### src/rtl/btb_predictor.sv
// IF-stage branch target buffer: direct-mapped table with 2-bit direction counters,
// combinational lookup on the fetch PC, registered update from ID-stage resolution.
module btb_predictor #(
    parameter int WORD_SIZE  = 16,
    parameter int INDEX_BITS = 4
) (
    input  logic                 clk,
    input  logic                 reset_n,
    input  logic [WORD_SIZE-1:0] pc,
    output logic [WORD_SIZE-1:0] next_pc_pred,
    output logic                 pred_taken,
    output logic                 pred_hit,
    input  logic                 update_valid,
    input  logic [WORD_SIZE-1:0] update_pc,
    input  logic [WORD_SIZE-1:0] update_target,
    input  logic                 update_taken,
    input  logic                 update_uncond,
    input  logic                 update_mispredict,
    output logic [15:0]          mispredict_count
);
    localparam int ENTRIES = 1 << INDEX_BITS;
    localparam int TAG_W   = WORD_SIZE - INDEX_BITS;

    typedef struct packed {
        logic                 valid;
        logic [TAG_W-1:0]     tag;
        logic [WORD_SIZE-1:0] target;
        logic                 uncond;
        logic [1:0]           cnt;
    } entry_t;

    localparam entry_t RST_ENTRY = '{valid: 1'b0, tag: '0, target: '0, uncond: 1'b0, cnt: 2'b01};

    entry_t btb_q [ENTRIES];

    // Lookup reads only registered state, so a same-cycle update is not visible here.
    entry_t rd;
    always_comb begin
        rd           = btb_q[pc[INDEX_BITS-1:0]];
        pred_hit     = rd.valid && (rd.tag == pc[WORD_SIZE-1:INDEX_BITS]);
        pred_taken   = pred_hit && (rd.uncond || rd.cnt[1]);
        next_pc_pred = pred_taken ? rd.target : pc + WORD_SIZE'(1);
    end

    logic [INDEX_BITS-1:0] upd_idx;
    entry_t                upd_old;
    entry_t                upd_new;
    logic                  upd_hit;
    logic                  wr_en;

    always_comb begin
        upd_idx = update_pc[INDEX_BITS-1:0];
        upd_old = btb_q[upd_idx];
        upd_hit = upd_old.valid && (upd_old.tag == update_pc[WORD_SIZE-1:INDEX_BITS]);
        upd_new = upd_old;
        wr_en   = 1'b0;
        if (update_valid) begin
            if (upd_hit) begin
                wr_en          = 1'b1;
                upd_new.target = update_target;
                if (update_uncond)
                    upd_new.cnt = 2'b11;
                else if (update_taken && upd_old.cnt != 2'b11)
                    upd_new.cnt = upd_old.cnt + 2'b01;
                else if (!update_taken && upd_old.cnt != 2'b00)
                    upd_new.cnt = upd_old.cnt - 2'b01;
            end else if (update_taken) begin
                // Only taken outcomes earn an entry; not-taken misses leave the table alone.
                wr_en          = 1'b1;
                upd_new.valid  = 1'b1;
                upd_new.tag    = update_pc[WORD_SIZE-1:INDEX_BITS];
                upd_new.target = update_target;
                upd_new.uncond = update_uncond;
                upd_new.cnt    = update_uncond ? 2'b11 : 2'b10;
            end
        end
    end

    always_ff @(posedge clk) begin
        if (!reset_n) begin
            for (int i = 0; i < ENTRIES; i++)
                btb_q[i] <= RST_ENTRY;
            mispredict_count <= '0;
        end else begin
            if (wr_en)
                btb_q[upd_idx] <= upd_new;
            if (update_valid && update_mispredict && mispredict_count != 16'hFFFF)
                mispredict_count <= mispredict_count + 16'd1;
        end
    end
endmodule

### config.mk
export PLATFORM = sky130hd
export DESIGN_NAME = btb_predictor
export DESIGN_NICKNAME = d
export VERILOG_FILES = /design/src/rtl/btb_predictor.sv
export SDC_FILE = /design/constraint.sdc
export NUM_CORES = 1
export LEC_CHECK = 0
export CORE_UTILIZATION = 35
export DETAILED_ROUTE_END_ITERATION = 8
export GPL_ROUTABILITY_DRIVEN = 0
export SYNTH_ARGS = -nofsm -noshare
export SYNTH_HDL_FRONTEND = slang
export SYNTH_SLANG_ARGS = --single-unit
export TNS_END_PERCENT = 5
### constraint.sdc
create_clock -name clk -period 8 [get_ports clk]
set_input_delay 1.2 -clock clk [delete_from_list [all_inputs] [get_ports clk]]
set_output_delay 1.2 -clock clk [all_outputs]
set_load 0.02 [all_outputs]
==> results.cfg <==
[power]
combinationalPowerShare_pct = 10.5
p_int_uw = 5030
power.share.switching_pct = 24.2
peakVddDrop_mv = 0.199
p_seq_share_pct = 48.2
clkPwrFrac_pct = 41.4
power.density_nw_per_um2 = 218
p_leak_uw = 0.0106
p_switching_uw = 1600

[clock_network]
clock_latency_ns = 0.65
root_buffer = clkbuf_16
cts_hold_buffers = 0
cts_max_path_buffers = 3
cts_buffers = 57
cts.sinks = 528
cts_resized = 0
clkTransAtPathRegs_ns = 0.06
tritoncts = done
cts_htree_levels = 2
postCtsSetupBuffers = 0

[yosys]
ys_dominant_reg_cell = edfxtp_1
syn_area_per_cell_um2 = 14.7
ys_types = 64
syn_nets = 1878
synthCells = 1820
ys_ff_latch = 528
syn_area_um2 = 26700
synth-edff-count = 512
ys_warn_count = 0
seq_area_frac_synth_pct = 58.8
async_reset_ff_share_pct = 0

[sta]
relSlewSlack_pct = 32.5
setup_violations = 0
rsz0062_at_grt = no
fin_crit_ns = 6.65
fin_setup_tns_ns = 0
setup_ws_ns = 1.35
finalClockSkew_ns = 0.0311
fmax_mhz = 150
fin_crit_sh_pct = 83.1
worst_slew_pin_slew_ns = 1.01
hold_viol = 0
drv_slew = 0

[floorplan]
die_h_um = 278
die_area_um2 = 77300
core-area_um2 = 74900
rows = 100
ios = 88
dieWidth_um = 278
start_util_pct = 35.6

[grt]
grtUsageMet2_pct = 35.4
grt_antenna_before_repair = 3
grt_usage_pct = 21.0
overflow = 0
grt_pass1_vias = 16576
grt_first_pass_wirelength_um = 118000
top_usage_layer = met2
grt_use_met1_pct = 27.4
gr-usage-met3_pct = 3.48
grt_max_degree = 63

[worst_setup_path]
r2r.worst_path.cells = 11
r2r-start = btb_q[12][24]
worst-setup-path-type = primary input to primary output
cp_slowest_cell = buf_4
worstPathRequired_ns = 6.80
cp-end-kind = primary output
cp_num_buf_inv = 4
timing.rr.end = btb_q[15][10]
cpMostUsedCell = buf_4
slowest_delay_ns = 0.65
crit_fanout = 42
critical_path_arrival_ns = 5.45
crit_family = buffers and inverters
rrSetupSlack_ns = 3.07
crit_path_start_kind = primary input
crit_path_cell_trace = buf_4 > buf_4 > mux4_2 > nor2b_1 > a211oi_1 > a21oi_1 > xor2_1 > nor2_1 > and4_1 > nor2b_2 > buf_4 > mux2_1 > clkdlybuf4s50_1

[final_layout]
area_delta_synth_final_pct = 14.2
final_nets = 1952
final_common_cell = edfxtp_1
drive_above_1_share_pct = 21.0
layout_common_cells = 512 x edfxtp_1, 268 x and2_1, 249 x nor2_1
stdcell_area_um2 = 30500

[detailed_routing]
post_drt_wl_per_cell_um = 28.0
drc_errors = 0
vias_per_cell = 5.65
ant_nets = 0
drtPass1Iterations = 7
vias = 16411
routed_wl_um = 81400
drt_iter0_markers = 1985

[min_path]
min_path_cells = 2
hp-class = flop to flop
hold_end = mispredict_count[11]
hp-start = mispredict_count[11]

[status]
outcome = finished clean

[place]
hpwl_um = 50500
pre_cts_ws_ns = 1.44
dpl-instance-area_um2 = 28500
portBuffers = 87

[run]
maxCapViolations = 0
area by class of cell:
| cell class | instances | area (um^2) |
|---|---|---|
| Timing Repair Buffer | 153 | 1390 |
| Inverter | 24 | 90.1 |
| Clock inverter | 33 | 452 |
| Sequential cell | 528 | 15700 |
| Fill cell | 6774 | 44500 |
| Clock buffer | 67 | 1460 |
| Multi-Input combinational cell | 1130 | 10200 |
| Tap cell | 969 | 1210 |
| Antenna cell | 2 | 5.00 |
logic make-up (layout without fill, tap and decap cells):
logic type               Yosys count  count (layout)  share of synthesized area, %
XOR/XNOR                          56              56                          1.84
multiplexers                     301             301                          19.9
AND/OR/NAND/NOR                  674             674                          13.4
adder cells (fa/ha/maj)            4               4                         0.188
flip-flops                       528             528                          58.8
buffers and inverters            162             277                          3.28
other                              0               2                             0
AO/OA/AOI/OAI                     95              95                          2.57
how the worst max path moves through the flow:
| stage | start | to | slack (ns) | cells after the start |
|---|---|---|---|---|
| 6_report | pc[2] | next_pc_pred[14] | 1.35 | 13 |
| 5_1_grt | pc[2] | next_pc_pred[14] | 1.16 | 13 |
| 4_1_cts | pc[2] | next_pc_pred[6] | 1.41 | 13 |
| 3_5_place_dp | pc[2] | next_pc_pred[3] | 1.44 | 13 |
| 3_3_place_gp | pc[1] | next_pc_pred[15] | 1.44 | 10 |
| 2_1_floorplan | pc[2] | next_pc_pred[0] | 2.57 | 13 |
sequential cells by signal, summed over array words and instances (netlist names):
signal            cells
btb_q               512
mispredict_count     16
through the flow:
stage	hold slack, ns	utilization (%)	std cells	total power (uW)
after global routing	0.559	40.6	2905	6810
after floorplan	0.572	-	1820	3690
after CTS	0.521	40.6	2903	6660
final	0.515	40.6	2906	6630
after detailed placement	0.515	38.1	2803	3950
after global placement	0.486	38.1	2803	3930
synth_stat cells (2+ instances only):
cell | instances | share of area, %
a2111oi_0 | 3 | 0.098
a211oi_1 | 11 | 0.31
a21boi_0 | 4 | 0.11
a21oi_1 | 19 | 0.36
a22oi_1 | 29 | 0.82
and2_1 | 268 | 6.3
and2b_1 | 2 | 0.056
and3_1 | 7 | 0.16
and4_1 | 2 | 0.066
buf_1 | 11 | 0.15
buf_2 | 50 | 0.94
buf_4 | 13 | 0.37
buf_6 | 17 | 0.72
clkbuf_1 | 45 | 0.63
dfxtp_1 | 16 | 1.2
edfxtp_1 | 512 | 58
ha_1 | 4 | 0.19
inv_1 | 7 | 0.098
inv_2 | 17 | 0.24
mux2_1 | 8 | 0.34
mux2_2 | 12 | 0.51
mux2i_1 | 100 | 3.8
mux2i_4 | 11 | 0.93
mux4_2 | 170 | 14
nand2_1 | 54 | 0.76
nand2b_1 | 2 | 0.047
nand3_1 | 34 | 0.64
nand3_2 | 3 | 0.11
nand3_4 | 9 | 0.59
nand4_1 | 4 | 0.094
nand4_2 | 3 | 0.14
nor2_1 | 249 | 3.5
nor2b_1 | 9 | 0.21
nor3_1 | 12 | 0.23
o211ai_1 | 2 | 0.056
o21ai_0 | 14 | 0.26
or3_1 | 5 | 0.12
or4_1 | 2 | 0.056
xnor2_1 | 34 | 1.1
xor2_1 | 22 | 0.72
routing by layer:
metal / vias to the layer above / wire (um)
met5: - / 9
met3: 159 / 6250
met1: 8554 / 32500
met2: 740 / 39500
li1: 6956 / -
met4: 2 / 3100
worst register-to-register path, stage by stage (launching register included):
cell	delay [ns]
edfxtp_1	0.41
mux4_2	0.50
mux2i_4	0.18
xnor2_1	0.10
a2111oi_0	0.58
and4_1	0.32
o211a_4	0.22
a21o_1	0.74
nand4_4	0.14
buf_4	0.30
nand2_2	0.74
buf_4	0.40
power by group through the flow:
stage | logic (uW) | clock network [uW] | registers, uW
after floorplan | 450 | 0 | 3240
after global placement | 688 | 0 | 3250
after detailed placement | 693 | 0 | 3250
after CTS | 695 | 2770 | 3200
after global routing | 731 | 2870 | 3210
final | 694 | 2740 | 3200
No activity file was read; power rests on OpenSTA's default activity.
